### config.mk
export PLATFORM = sky130hd
export DESIGN_NAME = eu_icon_arbiter
export DESIGN_NICKNAME = d
export VERILOG_FILES = /design/src/rtl/eu_icon_arbiter.sv
export SDC_FILE = /design/constraint.sdc
export NUM_CORES = 1
export LEC_CHECK = 0
export ABC_CLOCK_PERIOD_IN_PS = 3900
export BUFFER_PORTS_ARGS = -buffer_cell sky130_fd_sc_hd__buf_4
export CELL_PAD_IN_SITES_DETAIL_PLACEMENT = 1
export CELL_PAD_IN_SITES_GLOBAL_PLACEMENT = 1
export CORE_MARGIN = 10
export CORE_UTILIZATION = 39
export DETAILED_ROUTE_END_ITERATION = 8
export PLACE_DENSITY = 0.87
export SLEW_MARGIN = 10
export SYNTH_ARGS = -nofsm -noshare
export SYNTH_HDL_FRONTEND = slang
export SYNTH_SLANG_ARGS = --single-unit
### constraint.sdc
create_clock -name clk -period 3.9 [get_ports clk]
set_input_delay 0.195 -clock clk [delete_from_list [all_inputs] [get_ports clk]]
set_output_delay 0.195 -clock clk [all_outputs]
set_load 0.02 [all_outputs]
### src/rtl/eu_icon_arbiter.sv
// Round-robin arbiter that binds NUM_UNITS producers onto NUM_CHANNELS registered result
// channels, holding a channel for its owner until the last beat of a multi-beat packet lands.
module eu_icon_arbiter #(
   parameter  int NUM_UNITS    = 4,
   parameter  int NUM_CHANNELS = 2,
   parameter  int DATA_WIDTH   = 32,
   localparam int ID_W         = $clog2(NUM_UNITS)
) (
   input  logic                               clk,
   input  logic                               reset,
   input  logic [NUM_UNITS-1:0]               req_valid,
   input  logic [NUM_UNITS*DATA_WIDTH-1:0]    req_data,
   input  logic [NUM_UNITS-1:0]               req_last,
   output logic [NUM_UNITS-1:0]               req_ready,
   output logic [NUM_CHANNELS-1:0]            ch_valid,
   output logic [NUM_CHANNELS*DATA_WIDTH-1:0] ch_data,
   output logic [NUM_CHANNELS*ID_W-1:0]       ch_src,
   output logic [NUM_CHANNELS-1:0]            ch_last,
   input  logic [NUM_CHANNELS-1:0]            ch_ready,
   output logic [NUM_CHANNELS-1:0]            ch_bound
);

   // Handshake: a beat moves on req_valid[u] && req_ready[u] (producer side) and on
   // ch_valid[c] && ch_ready[c] (consumer side); valid never waits on ready.
   typedef enum logic {ST_IDLE = 1'b0, ST_BOUND = 1'b1} ch_state_t;

   ch_state_t               state_q   [NUM_CHANNELS];
   ch_state_t               state_d   [NUM_CHANNELS];
   logic [ID_W-1:0]         owner_q   [NUM_CHANNELS];
   logic [ID_W-1:0]         owner_d   [NUM_CHANNELS];
   logic [ID_W-1:0]         load_unit [NUM_CHANNELS];
   logic [ID_W-1:0]         rr_ptr_q, rr_ptr_d;
   logic [NUM_CHANNELS-1:0] can_load, load, taken;
   logic [NUM_UNITS-1:0]    unit_bound, ready_raw;
   logic                    found;
   logic [ID_W-1:0]         cand;

   function automatic logic [ID_W-1:0] ring_add(input logic [ID_W-1:0] base, input int off);
      int s;
      s = int'(base) + off;
      if (s >= NUM_UNITS) s = s - NUM_UNITS;
      return s[ID_W-1:0];
   endfunction

   always_comb begin
      can_load   = '0;
      unit_bound = '0;
      for (int c = 0; c < NUM_CHANNELS; c++) begin
         can_load[c] = !ch_valid[c] || ch_ready[c];
         if (state_q[c] == ST_BOUND) unit_bound[owner_q[c]] = 1'b1;
      end
   end

   // Bound channels serve only their owner; idle loadable channels go to fresh candidates
   // in ring order starting at rr_ptr, lowest channel index first.
   always_comb begin
      ready_raw = '0;
      load      = '0;
      taken     = '0;
      found     = 1'b0;
      cand      = '0;
      rr_ptr_d  = rr_ptr_q;
      for (int c = 0; c < NUM_CHANNELS; c++) begin
         load_unit[c] = '0;
         if (state_q[c] == ST_BOUND) begin
            load_unit[c]          = owner_q[c];
            ready_raw[owner_q[c]] = can_load[c];
            load[c]               = can_load[c] && req_valid[owner_q[c]];
         end
      end
      for (int i = 0; i < NUM_UNITS; i++) begin
         cand  = ring_add(rr_ptr_q, i);
         found = 1'b0;
         if (req_valid[cand] && !unit_bound[cand]) begin
            for (int c = 0; c < NUM_CHANNELS; c++) begin
               if (!found && state_q[c] == ST_IDLE && can_load[c] && !taken[c]) begin
                  found           = 1'b1;
                  taken[c]        = 1'b1;
                  load[c]         = 1'b1;
                  load_unit[c]    = cand;
                  ready_raw[cand] = 1'b1;
                  rr_ptr_d        = ring_add(cand, 1);
               end
            end
         end
      end
   end

   always_comb begin
      for (int c = 0; c < NUM_CHANNELS; c++) begin
         state_d[c] = state_q[c];
         owner_d[c] = owner_q[c];
         if (load[c]) begin
            if (state_q[c] == ST_BOUND) begin
               if (req_last[load_unit[c]]) state_d[c] = ST_IDLE;
            end else if (!req_last[load_unit[c]]) begin
               state_d[c] = ST_BOUND;
               owner_d[c] = load_unit[c];
            end
         end
      end
   end

   always_ff @(posedge clk or posedge reset) begin
      if (reset) begin
         rr_ptr_q <= '0;
         for (int c = 0; c < NUM_CHANNELS; c++) begin
            state_q[c] <= ST_IDLE;
            owner_q[c] <= '0;
         end
      end else begin
         rr_ptr_q <= rr_ptr_d;
         for (int c = 0; c < NUM_CHANNELS; c++) begin
            state_q[c] <= state_d[c];
            owner_q[c] <= owner_d[c];
         end
      end
   end

   // Payload, source and last only change on a load, so a stalled beat stays stable.
   always_ff @(posedge clk or posedge reset) begin
      if (reset) begin
         ch_valid <= '0;
         ch_data  <= '0;
         ch_src   <= '0;
         ch_last  <= '0;
      end else begin
         for (int c = 0; c < NUM_CHANNELS; c++) begin
            if (load[c]) begin
               ch_valid[c]                         <= 1'b1;
               ch_data[c*DATA_WIDTH +: DATA_WIDTH] <= req_data[int'(load_unit[c])*DATA_WIDTH +: DATA_WIDTH];
               ch_src[c*ID_W +: ID_W]              <= load_unit[c];
               ch_last[c]                          <= req_last[load_unit[c]];
            end else if (ch_ready[c]) begin
               ch_valid[c] <= 1'b0;
            end
         end
      end
   end

   always_comb begin
      ch_bound = '0;
      for (int c = 0; c < NUM_CHANNELS; c++) ch_bound[c] = (state_q[c] == ST_BOUND);
   end

   assign req_ready = reset ? '0 : ready_raw;

endmodule
# --- Word-level counts from Yosys, hierarchy flattened ---
# Index checks and enable logic that the tools add are counted.
# Widths: inputs -> output; s select.
classes:
  add_sub_neg: 15
  n_lt_le_gt_ge: 22
  shifts: 2
  n_mux: 128
  n_bitwise: 14
  reduce_logical: 49
op_table:
  columns: ["op", "n"]
  rows:
  - ["$shiftx 128x8->32", 2]
  - ["$mux 4", 25]
  - ["$mux 2", 37]
  - ["$mux 1", 47]
  - ["$or 4x4->4", 9]
  - ["$logic_and 1x1->1", 27]
  - ["$bmux 1 s2", 12]
  - ["$lt 2x3->1 const B", 8]
  - ["$ge 3x3->1 const B", 7]
  - ["$logic_not 1->1", 16]
  - ["$sub 2x1->2 const B", 8]
  - ["$add 2x1->3 const B", 5]
  - ["$demux 1 s2", 6]
  - ["$ge 2x1->1 const B", 6]
  - ["$add 2x2->3 const B", 2]
  - ["$reduce_and 3->1", 2]
  - ["$and 4x4->4", 1]
  - ["$bwmux 4", 1]
  - ["$not 1->1", 4]
  - ["$reduce_bool 2->1", 2]
  - ["$ge 2x3->1 const B", 1]
  - ["$logic_or 1x1->1", 2]
word_totals:
  reg_bits: 80
  in_bits: 140
  out_inout_bits: 78
  wordCells: 243

# --- Logic depth before layout (Yosys ltp) ---
# Gate-level depths: netlist (run 1).
logic_depth:
  depth_word: 51
  mapped_depth: 14

# --- Worst setup path before layout (run 1) ---
# Ideal clock, no wire load.
synth_timing:
  path_type: "reg-to-reg"
  start: "register state_q (netlist bit ch_bound[1])"
  end: "register owner_q[0] in the netlist's numbering"
  setup_ns: 0.126
  arrival_ns: 3.029
  required_ns: 3.774
  setup_slack_ns: 0.745
  stages_incl_launch_ff: 14
  path_buffers: 4
  period_less_slack_ns: 3.155
  path_cell_list: "dfrtp_1 -> buf_2 -> nand3b_1 -> nand4_1 -> and2_1 -> buf_2 -> xnor2_1 -> a2111oi_4 -> o21ai_1 -> buf_6 -> a21oi_2 -> buf_6 -> mux2_1 -> a221o_1"
synth_between:
  elab_chain_len: 28
synth_lines:
  columns: ["item", "line", "source"]
  rows:
  - ["from (decl)", "27", "ch_state_t state_q [NUM_CHANNELS];"]
  - ["from (signal, indexed assignment)", "114", "state_q[c] <= state_d[c];"]
  - ["$mux 4", "50", "if (state_q[c] == ST_BOUND) unit_bound[owner_q[c]] = 1'b1;"]
  - ["$bmux 1 s2", "74", "if (req_valid[cand] && !unit_bound[cand]) begin"]
  - ["$mux 1 (implied by the code)", "74", null]
  - ["$logic_not 1->1", "74", null]
  - ["$logic_and 1x1->1", "74", null]
  - ["$mux 2", "74", null]
  - ["$logic_not 1->1", "76", "if (!found && state_q[c] == ST_IDLE && can_load[c] && !taken[c]) begin"]
  - ["$logic_and 1x1->1", "76", null]
  - ["[... 12 more ...]", null, null]
  - ["$logic_and 1x1->1 / $logic_not 1->1 (equally long branches)", "76", null]
  - ["$logic_and 1x1->1", "76", null]
  - ["$mux 2", "76", null]
  - ["$mux 4", "74", null]
  - ["$bmux 1 s2", "96", "end else if (!req_last[load_unit[c]]) begin"]
  - ["$mux 1 (implied by the code)", "96", null]
  - ["$not 1->1 (no line)", null, null]
  - ["$reduce_and 3->1 (no line)", null, null]
  - ["to (signal, indexed assignment)", "115", "owner_q[c] <= owner_d[c];"]
  - ["to (decl)", "29", "logic [ID_W-1:0] owner_q [NUM_CHANNELS];"]
# Parallel ways exist; a longest one is shown, timed or not. The select of a mux whose other input is x is not followed.
# A chain may end at the register's enable or synchronous reset.

# --- Final worst setup path (run 1) ---
layout_timing:
  start: "register state_q (netlist bit ch_bound[1])"
  end: "output req_ready[0]"
layout_between:
  elab_chain_len: 29
layout_lines:
  columns: ["item", "line", "source"]
  rows:
  - ["$mux 4", "50", null]
  - ["$bmux 1 s2", "74", null]
  - ["$mux 1 (implied by the code)", "74", null]
  - ["$logic_not 1->1", "74", null]
  - ["$logic_and 1x1->1", "74", null]
  - ["$mux 2", "74", null]
  - ["$logic_not 1->1", "76", null]
  - ["$logic_and 1x1->1", "76", null]
  - ["[... 13 more ...]", null, null]
  - ["$mux 4", "74", null]
  - ["$or 4x4->4 (no line)", null, null]
  - ["$mux 4", "76", null]
  - ["$mux 4", "74", null]
  - ["$or 4x4->4 (no line)", null, null]
  - ["$mux 4", "76", null]
  - ["$mux 4 (*)", "74", null]
  - ["$mux 4 (*)", "146", "assign req_ready = reset ? '0 : ready_raw;"]
  - ["to (decl)", "14", "output logic [NUM_UNITS-1:0] req_ready,"]
# Every way passes the cells marked *; elsewhere a longest branch is shown, timed or not. The select of a mux whose other input is x is not followed.

==> impl_results.md, run 1 <==
* Met2 Track Usage GR at 0.404
* Setup ws final at between 0.2 and 0.25 ns
* Kind of critical path: flop to primary output
* Final instance area at around 8700 um2
* Status: complete, but fails checks
* Post-synthesis sequential area ratio at 0.302
* Final setup vio count at 0
* Synth area leader: dfrtp_1
* DP Area at approximately 8400 um2
* Leak pwr at approximately 4.2 nW
* Switching pwr at 5.20 mW
* CP startpoint kind: flop
* Vias in the first global route at approximately 7300
* Placeable core area at roughly 17000 um2
* Final net count at ~1000
* Initial Util at 0.399
* Overflow after GRT at 0
* Clock network power share at 0.097
* Routed WL at ~28000 um
* Grt peak-use layer: met2
* Critical Path Fanout Max at 29
* Pwr Total at around 10 mW
* Synth Area in XOR/XNOR at 0.00396
* CTS tree: done
* Largest net degree at the start of global routing at 55
* Via-to-Cell Ratio at roughly 5.9
* Routed vias at 6684
* Clock Latency Late Sink at around 0.36 ns
* GRT Total Usage at 0.238
* Sequential share of power at 0.156
* Mux contribution to synthesized area at 0.223
* Die area at roughly 23000 um2
* Period minus WS final at ~3.7 ns
* Ys async rst share at 1.00
* Maximum VDD drop at 0.000572 V
* # diodes at 0
* Hold/Removal Path Class: input pin to async pin
* Compound-Gate Fraction of Synth Area at 0.251
* Maxcap violations at 0
* Hpwl dp at approximately 21000 um
* H-tree Lvls at 3
* Detail Route Antenna Nets at 0
* Highest clock rate at around 270 MHz
* Comb pwr share at 0.747
* First-pass GRT wire length at around 42000 um
* Syn nets at 855
* Met3 Use GR at 0.0678
* DP Worst Slack at about 0.16 ns
* Clk root buf: clkbuf_16
* Cell count after synthesis at 711
* Largest family of logic cells by synthesized area: compound AO/OA/AOI/OAI gates
* Post-Synth Simple-Gate Area at 0.125
* Worst hold slack at -0.00530 ns
* Period utilisation layout at 0.940
* Total CTS buffers at 9
* Sink Count at 80
* Clk pin slew, worst setup/hold paths at about 0.070 ns
* Worst r2r src: ch_bound[1]
* Initial antenna violation count at 0
* Setup crit end kind: primary output
* RSZ-0062 raised after global routing: no
* Net Sw Frac at 0.514
* Pins Over Slew Limit at 0
* WL per Instance at roughly 24 um
* Clock Tree Buf Depth at 2
* Post-Synth Adder-Cell Area at 0.00905
* Power Dens Cells at roughly 1200 nW/um2
* GR Util met1 at 0.278
* Internal power at a little under 5 mW
* Count of cell types in the netlist at 64
* Post-synth top area share at 0.302
* Most frequent cells in the layout: 243 x buf_4, 103 x mux2i_1, 80 x dfrtp_1
* Violated checks: hold timing
* TritonRoute pass-1 iters at 4
* Fill cells at roughly 1900
* Die height at 150 um
* Slew headroom at 0.460
* Routability cong. at around 0.88
* Drt drc at 0
* I/O pin count at about 220
* IO Port Bufs at between 200 and 250
* Predominant post-synthesis flop cell: dfrtp_1
* Largest cells by area after synthesis: dfrtp_1 30%, mux2i_1 16%, a211oi_1 6.8%
* Clk_skew at between 0.005 and 0.006 ns
* Num rows at 47
* Fraction of layout cells with a size suffix above 1 at 0.390
* EDFF count, synth at 0
* Worst r2r path cells at 10
* Mapped Area at around 6600 um2
* Count of warnings emitted by yosys at 0
* FF+latch count, synth at 80
* Worst-Margin Slew at around 0.81 ns
* FF-to-FF setup slack at between 0.2 and 0.3 ns
* Syn Area/Cell at between 9 and 10 um2
* Hold Vio Cnt, Final at 6
* Area Overhead vs Synth at 31.8%
* WP data required at between 3 and 4 ns
* Setup repair bufs after CTS at 0
* First DRT Iteration DRCs at about 340
* Reg2Reg Capture Point: ch_data[55]
* Final TNS setup at 0 ns
* Crit path DAT at around 3.5 ns
* Commonest non-fill, non-tap cell in the layout: buf_4
* Die W at about 150 um
[sequential cells by signal, summed over array words and instances, names as in the netlist]
name,cells
ch_data,64
ch_src,4
owner_q,4
ch_bound,2
ch_last,2
ch_valid,2
rr_ptr_q,2
[kinds of logic (layout without fill, tap and decap cells)]
family,count (synthesis),after routing
adders and majority gates,5,5
buffers and inverters,106,301
xor gates and xnor gates,3,3
and+or+nand+nor,172,172
DFF,80,80
AOI/OAI and AO/OA,204,204
muxes,141,141
[per-stage QoR]
step                      utilization  instances
after floorplan                     -        711
after global placement          0.504       1110
after detailed placement        0.504       1110
after CTS                       0.524       1126
after global routing            0.526       1126
final                           0.526       1126
[cell usage after synthesis (3+ instances only)]
master / instances
a211oi_2: 5
dfrtp_1: 80
o211a_1: 3
a211oi_1: 60
clkbuf_1: 29
o21ai_1: 33
xnor2_1: 3
a21o_1: 4
mux2i_1: 103
nand2b_1: 8
o2111ai_1: 3
ha_1: 4
o21ai_0: 12
nor2_1: 51
a21oi_1: 13
a2111oi_2: 20
o211ai_1: 5
and3_1: 3
a221o_1: 5
buf_2: 13
a2111oi_0: 13
and2_1: 3
buf_4: 3
a221oi_1: 5
nand4_1: 9
nand2_1: 58
mux2_2: 35
nor3_1: 7
inv_1: 40
nand3_1: 14
buf_6: 17
nand3b_1: 5
[power by group through the flow]
stage / Clock (mW) / Combinational [mW] / Sequential [mW]
after floorplan: 0 / 4.96 / 1.99
after global placement: 0 / 7.25 / 1.55
after detailed placement: 0 / 7.43 / 1.59
after CTS: 0.990 / 7.50 / 1.58
after global routing: 1.02 / 8.10 / 1.63
final: 0.983 / 7.56 / 1.58
[per-layer routing]
metal  share of wire  wire length (um)
met1            0.39             10900
met2            0.50             13900
met3           0.071              1970
met4           0.029               795
met5               0                 0
[worst max-delay path by stage]
stage	slack, ns	cells after the start	from	end
floorplan	0.74	13	ch_bound[1]	owner_q[0]
global placement	0.24	11	owner_q[0]	owner_q[0]
detailed placement	0.16	10	ch_bound[1]	ch_data[55]
CTS	0.11	11	ch_bound[1]	req_ready[0]
global route	0.01	11	ch_bound[1]	req_ready[0]
finish	0.24	11	ch_bound[1]	req_ready[0]
[repair_timing]
action                                  in CTS  in global routing
endpoints found under the setup margin       0                 29
gates resized for setup                      0                  8
endpoints found under the hold margin        0                  0
hold buffers                                 0                  0
[final cells by class]
type | count | area, um2 | share of cell area
Timing Repair Buffer | 245 | 1860 | 0.212
Tap cell | 220 | 275 | 0.0315
Clock inverter | 7 | 103 | 0.0117
Clock buffer | 9 | 225 | 0.0258
Inverter | 40 | 151 | 0.0173
Multi-Input combinational cell | 525 | 4130 | 0.473
Sequential cell | 80 | 2000 | 0.229
[worst max-delay path: stages, from the launching register on]
cell      delay (ns)
dfrtp_1         0.52
nand3_1         0.25
nand4_1         0.25
and2_2          0.37
nand2_1         0.30
nor3_2          0.13
o21ai_4         0.19
buf_6           0.29
nand2_1         0.21
a221oi_1        0.36
nor2_1          0.07
buf_4           0.16
Power figures use the tool's default switching activity.
==> inputs of run 2 (changes only) <==
Settings changed: CORE_MARGIN 10 to not set.
==> run 2 against run 1 <==
Effect of this change:
- the flow now finishes without violations
- final area increased by 0.36%
- clock skew increased by 0.0063 ns
- non-clock buffer count increased by 4
- global-route usage increased by 5.1 points
- sequential share of layout area decreased by 0.082 points
- fmax increased by 1.3%
- worst hold slack improved by 0.089 ns
- clock-buffer cell count increased by 2
- worst setup slack improved by 0.047 ns
- critical endpoint is now ch_data[61]
==> impl_results.md, run 2 (same netlist as run 1, synthesis figures left out) <==
* GRT Total Usage at 0.289 (+0.0515)
* Via-to-Cell Ratio at 5.91 (-0.44%)
* Period minus WS final at 3.62 ns (-0.0470 ns)
* WL per Instance at 22.3 um (-9.0%)
* DP Worst Slack at 0.353 ns (+0.192 ns)
* Area Overhead vs Synth at 32.2%
* Multi-input logic area at 4110 um2 (-0.64%)
* Final TNS setup at 0 ns (unchanged)
* Clk_skew at 0.0119 ns (+0.00633 ns)
* Status: completed
* Routed vias at 6678 (-0.090%)
* Clock Tree Buf Depth at 2 (unchanged)
* Largest net degree at the start of global routing at 56 (+1.8%)
* CP startpoint kind: flop
* Setup ws final at 0.283 ns (+0.0470 ns)
* Max reg flops at 64 (unchanged)
* Maxcap violations at 0 (unchanged)
* Hpwl dp at 18900 um (-9.4%)
* TritonRoute pass-1 iters at 4 (unchanged)
* WP data required at 4.10 ns (+0.40 ns)
* Placed Cells at 1114 (+0.36%)
* # diodes at 0 (unchanged)
* Sink Count at 80 (unchanged)
* I/O pin count at 218 (unchanged)
* Leak pwr at 4.20 nW (+0.59%)
* Hold Vio Cnt, Final at 0 (-6)
* Drt drc at 0 (unchanged)
* Kind of critical path: flop to flop
* Slew headroom at 0.309 (-0.151)
* First DRT Iteration DRCs at 439 (+28%)
* Vias in the first global route at 7188 (-1.3%)
* Initial Util at 0.400 (+0.00141)
* Commonest non-fill, non-tap cell in the layout: buf_4
* Detail Route Antenna Nets at 0 (unchanged)
* IO Port Bufs at 217 (unchanged)
* Overflow after GRT at 0 (unchanged)
* First-pass GRT wire length at 39500 um (-6.5%)
* Top flop regs: ch_data: 64 flops, ch_src: 4 flops, owner_q: 4 flops
* Final net count at 1049 (+0.38%)
* CTS tree: done
* Die W at 132 um (-12%)
* Initial antenna violation count at 0 (unchanged)
* Placeable core area at 16600 um2 (-0.35%)
* Fraction of layout cells with a size suffix above 1 at 0.385 (-0.00501)
* Fin cells at 1130 (+0.36%)
* Most flops, register: ch_data
* Clk root buf: clkbuf_16
* Flip-flop and latch area at 2000 um2 (unchanged)
* Most frequent cells in the layout: 245 x buf_4, 103 x mux2i_1, 80 x dfrtp_1
* Setup crit end kind: flop
* Die height at 132 um (-12%)
* Period utilisation layout at 0.928 (-0.0120)
* RSZ-0062 raised after global routing: no
* Total CTS buffers at 9 (unchanged)
* Clock Latency Late Sink at 0.35 ns (about the same)
* Maximum VDD drop at 0.000634 V (+11%)
* Post-CTS Hold Fix Bufs at 0 (unchanged)
* H-tree Lvls at 3 (unchanged)
* Highest clock rate at 276 MHz (+1.3%)
* Worst-Margin Slew at 1.04 ns (+0.227 ns)
* Critical Path Fanout Max at 18 (-38%)
* Routed WL at 25200 um (-8.7%)
* Power Dens Cells at 1140 nW/um2 (-1.1%)
* Crit path DAT at 3.82 ns (+0.35 ns)
* Routability cong. at 0.960 (+8.7%)
* Fill cells at 1923 (+0.84%)
* Clk pin slew, worst setup/hold paths at 0.07 ns (about the same)
* Num rows at 47 (unchanged)
* Die area at 17500 um2 (-22%)
* Final setup vio count at 0 (unchanged)
* Pins Over Slew Limit at 0 (unchanged)
* Hold/Removal Path Class: input pin to async pin
run 2: where the power goes:
part	internal [mW]	switching, mW	total, mW
Sequential	1.30	0.290	1.59
Clock	0.580	0.378	0.958
Combinational	3.12	4.38	7.50
run 2: layout make-up:
class / instances / share of cell area
Multi-Input combinational cell: 525 / 0.468
Sequential cell: 80 / 0.228
Timing Repair Buffer: 249 / 0.219
Tap cell: 220 / 0.0314
Clock buffer: 11 / 0.0277
Inverter: 40 / 0.0172
Clock inverter: 5 / 0.00898
run 2: routing by layer:
layer | up-vias | global-route usage | wire length [um]
met2 | 248 | 0.488 | 12400
met3 | 69 | 0.0644 | 1400
met4 | 0 | 0.157 | 1220
met5 | - | 0 | 0
li1 | 3059 | - | -
met1 | 3302 | 0.341 | 10100
run 2: repair_timing:
item | in CTS | in global routing
resized for setup | 0 | 1
buffers inserted | 0 | 0
setup endpoints to repair | 0 | 3
endpoints found under the hold margin | 0 | 0
run 2: per-stage QoR:
| stage | cell area, um2 | power, mW | hold WS [ns] | util |
|---|---|---|---|---|
| after detailed placement | 8450 | 9.03 | 0.480 | 0.510 |
| after CTS | 8770 | 10.0 | 0.121 | 0.529 |
| after floorplan | 6640 | 6.95 | 0.405 | - |
| final | 8780 | 10.0 | 0.0837 | 0.529 |
| after global routing | 8780 | 10.7 | 0.168 | 0.529 |
| after global placement | 8450 | 8.82 | 0.473 | 0.510 |
run 2: final timing paths:
check | from | end | slack (ns) | cells past startpoint
max | owner_q[0] | ch_data[61] | 0.28 | 10
min | reset | ch_src[2] | 0.08 | 2
max reg2reg | owner_q[0] | ch_data[61] | 0.28 | 10
min reg2reg | ch_data[10] | ch_data[10] | 0.50 | 2
max in group asynchronous | reset | rr_ptr_q[0] | 2.85 | 3
min in group clk | req_data[26] | ch_data[58] | 0.19 | 3
run 2: worst max-delay path: stages, from the launching register on:
cell and delay (ns):
dfrtp_1 0.50, nand3b_1 0.31, nand4_1 0.22, and2_1 0.42, xnor2_1 0.19, a2111oi_0 0.49, a31oi_1 0.17, o211a_2 0.32
buf_4 0.23, a2111oi_0 0.50, a211oi_1 0.10
==> inputs of run 3 (changes only) <==
Settings changed: ABC_AREA set to 1, CORE_UTILIZATION 39 to 35, PLACE_DENSITY 0.87 to 0.86.
==> run 3 against run 2 <==
Effect of this change:
- sequential share of layout area rose by 1.7 points
- final area fell by 7.0%
- area after synthesis fell by 8.0%
- sequential cell count did not move
- via count rose by 6.1%
- synthesized cell count rose by 30%
- clock skew fell by 0.0042 ns
- core utilization fell by 4.4 points
==> impl_results.md, run 3 <==
* Placeable core area at 16800 um2 (+1.4%)
* Commonest cells in the synthesized netlist: 342 x nand2_1, 92 x inv_1, 80 x dfrtp_1
* Clock Tree Buf Depth at 2 (unchanged)
* Met2 Track Usage GR at 0.452 (-0.0364)
* # resized after CTS at 0 (unchanged)
* Initial antenna violation count at 1 (+1)
* Clk_skew at 0.00766 ns (-0.00421 ns)
* Hold/Removal Path Class: input pin to flop
* Flip-flop and latch area at 2000 um2 (unchanged)
* CP startpoint kind: flop
* Most flops, register: ch_data
* Mapped Area at 6100 um2 (-8.0%)
* Worst r2r path cells at 16 (+6)
* Fill cells at 2244 (+17%)
* Final net count at 1256 (+20%)
* Synth area leader: dfrtp_1
* First DRT Iteration DRCs at 385 (-12%)
* Routed vias at 7084 (+6.1%)
* Syn Area/Cell at 6.61 um2 (-29%)
* Drt drc at 0 (unchanged)
* Maxcap violations at 0 (unchanged)
* Reg2Reg Capture Point: ch_data[42]
* CTS tree: done
* Met3 Use GR at 0.0767 (+0.0124)
* Multi-input logic area at 3410 um2 (-17%)
* Die height at 134 um (+1.2%)
* Predominant post-synthesis flop cell: dfrtp_1
* Sink Count at 80 (unchanged)
* Final TNS setup at 0 ns (unchanged)
* Commonest non-fill, non-tap cell in the layout: nand2_1
* Fraction of layout cells with a size suffix above 1 at 0.266 (-0.119)
* Period utilisation layout at 0.829 (-0.0982)
* Total CTS buffers at 9 (unchanged)
* Worst hold slack at 0.0284 ns (-0.0554 ns)
* Setup crit end kind: flop
* Core Util, Final at 0.486 (-0.0437)
* Highest clock rate at 309 MHz (+12%)
* Final setup vio count at 0 (unchanged)
* Slew headroom at 0.498 (+0.189)
* Max reg flops at 64 (unchanged)
* Via-to-Cell Ratio at 5.29 (-10%)
* Die W at 134 um (+1.2%)
* Hold Vio Cnt, Final at 0 (unchanged)
* Crit path DAT at 3.47 ns (-0.35 ns)
* Clk root buf: clkbuf_16
* WL per Instance at 18.3 um (-18%)
* First-pass GRT wire length at 38900 um (-1.5%)
* Post-synthesis sequential area ratio at 0.328 (+0.0264)
* I/O pin count at 218 (unchanged)
* Worst-Margin Slew at 0.754 ns (-0.283 ns)
* Num rows at 47 (unchanged)
* GRT Total Usage at 0.278 (-0.0108)
* Kind of critical path: flop to flop
* TritonRoute pass-1 iters at 5 (+1)
* Clock Latency Late Sink at 0.35 ns (about the same)
* Die area at 18000 um2 (+2.4%)
* Routability cong. at 0.896 (-6.7%)
* Count of warnings emitted by yosys at 0 (unchanged)
* RSZ-0062 raised after global routing: no
* Area Overhead vs Synth at 33.8%
* Clk pin slew, worst setup/hold paths at 0.07 ns (about the same)
* WP data required at 4.14 ns (+0.04 ns)
* Overflow after GRT at 0 (unchanged)
* Routed WL at 24500 um (-2.5%)
* Period minus WS final at 3.23 ns (-0.383 ns)
* Vias in the first global route at 7210 (+0.31%)
* Ys async rst share at 1.00 (unchanged)
* Most frequent cells in the layout: 340 x nand2_1, 231 x buf_4, 91 x inv_1
* Syn nets at 1067 (+25%)
* Largest cells by area after synthesis: dfrtp_1 33%, nand2_1 21%, o211ai_1 7.5%
* Largest net degree at the start of global routing at 61 (+8.9%)
* FF+latch count, synth at 80 (unchanged)
* Hold depth at 2
* IO Port Bufs at 217 (unchanged)
* EDFF count, synth at 0 (unchanged)
* Critical Path Fanout Max at 60 (+42)
* Grt peak-use layer: met2
* Worst Hold End: ch_valid[0]
* Post-synth top area share at 0.328 (+0.0264)
* HP Start: ch_ready[0]
* Worst r2r src: rr_ptr_q[1]
* Initial Util at 0.363 (-0.0374)
* Hpwl dp at 18300 um (-3.1%)
* H-tree Lvls at 3 (unchanged)
* Detail Route Antenna Nets at 0 (unchanged)
* GR Util met1 at 0.342 (+0.00123)
* FF-to-FF setup slack at 0.67 ns (+0.38 ns)
* Status: completed
* Cell count after synthesis at 923 (+30%)
* Count of cell types in the netlist at 41 (-36%)
* Top flop regs: ch_data: 64 flops, ch_src: 4 flops, owner_q: 4 flops
* Pins Over Slew Limit at 0 (unchanged)
* Most frequent cell after synthesis: nand2_1
## run 3: worst max path at each step
| stage | from | to | slack, ns | cells past startpoint |
|---|---|---|---|---|
| floorplan | rr_ptr_q[1] | ch_data[55] | 1.36 | 18 |
| global placement | rr_ptr_q[1] | ch_data[16] | 0.72 | 14 |
| detailed placement | rr_ptr_q[1] | ch_data[42] | 0.73 | 16 |
| CTS | rr_ptr_q[1] | ch_data[59] | 0.70 | 16 |
| global route | rr_ptr_q[1] | ch_data[48] | 0.40 | 17 |
| finish | rr_ptr_q[1] | ch_data[42] | 0.67 | 16 |
## run 3: layer usage
metal	share of wire	vias to the layer above
li1	-	3424
met1	0.41	3374
met2	0.47	234
met3	0.078	52
met4	0.043	0
met5	0	-
## run 3: metrics by stage
stage	setup WS, ns	instances	instance area, um2
finish	0.666	1338	8170
global route	0.401	1338	8170
CTS	0.697	1337	8160
detailed placement	0.728	1320	7860
global placement	0.724	1320	7860
floorplan	1.36	923	6100
## run 3: cell families (layout without fill, tap and decap cells)
logic type / Yosys count / count (layout) / share of synthesized area
other: 0 / 1 / 0
adders and majority gates: 4 / 4 / 0.00820
AOI/OAI and AO/OA: 244 / 244 / 0.240
DFF: 80 / 80 / 0.328
xor gates and xnor gates: 1 / 1 / 0.00144
buffers and inverters: 158 / 352 / 0.116
and+or+nand+nor: 436 / 436 / 0.306
## run 3: critical path: stages, from the launching register on
cell	delay (ns)
dfrtp_1	0.57
inv_1	0.12
ha_1	0.43
nand3_1	0.16
nand2_4	0.13
nand3_4	0.09
nor2_2	0.16
nor2_2	0.06
nand4_4	0.11
nand3_2	0.13
nand2_4	0.39
buf_12	0.31
a21oi_1	0.11
o21ai_0	0.10
nand2_1	0.08
nand2_1	0.07
nand2_1	0.05
## run 3: layout make-up
type / count / share of cell area
Clock buffer: 11 / 0.0309
Clock inverter: 5 / 0.00475
Sequential cell: 80 / 0.245
Tap cell: 220 / 0.0337
Timing Repair Buffer: 235 / 0.221
Inverter: 101 / 0.0469
Multi-Input combinational cell: 685 / 0.417
Antenna cell: 1 / 0.000306
## run 3: what timing repair did
item | 4_1_cts | 5_1_grt
endpoints found under the setup margin | 0 | 0
hold buffers | 1 | 0
hold endpoints to repair | 27 | 0
setup buffers | 0 | 0
Power of run 3 is left out: the tool's default activity adds up to more than one toggle a clock period on the data nets, which glitch-free logic cannot reach.
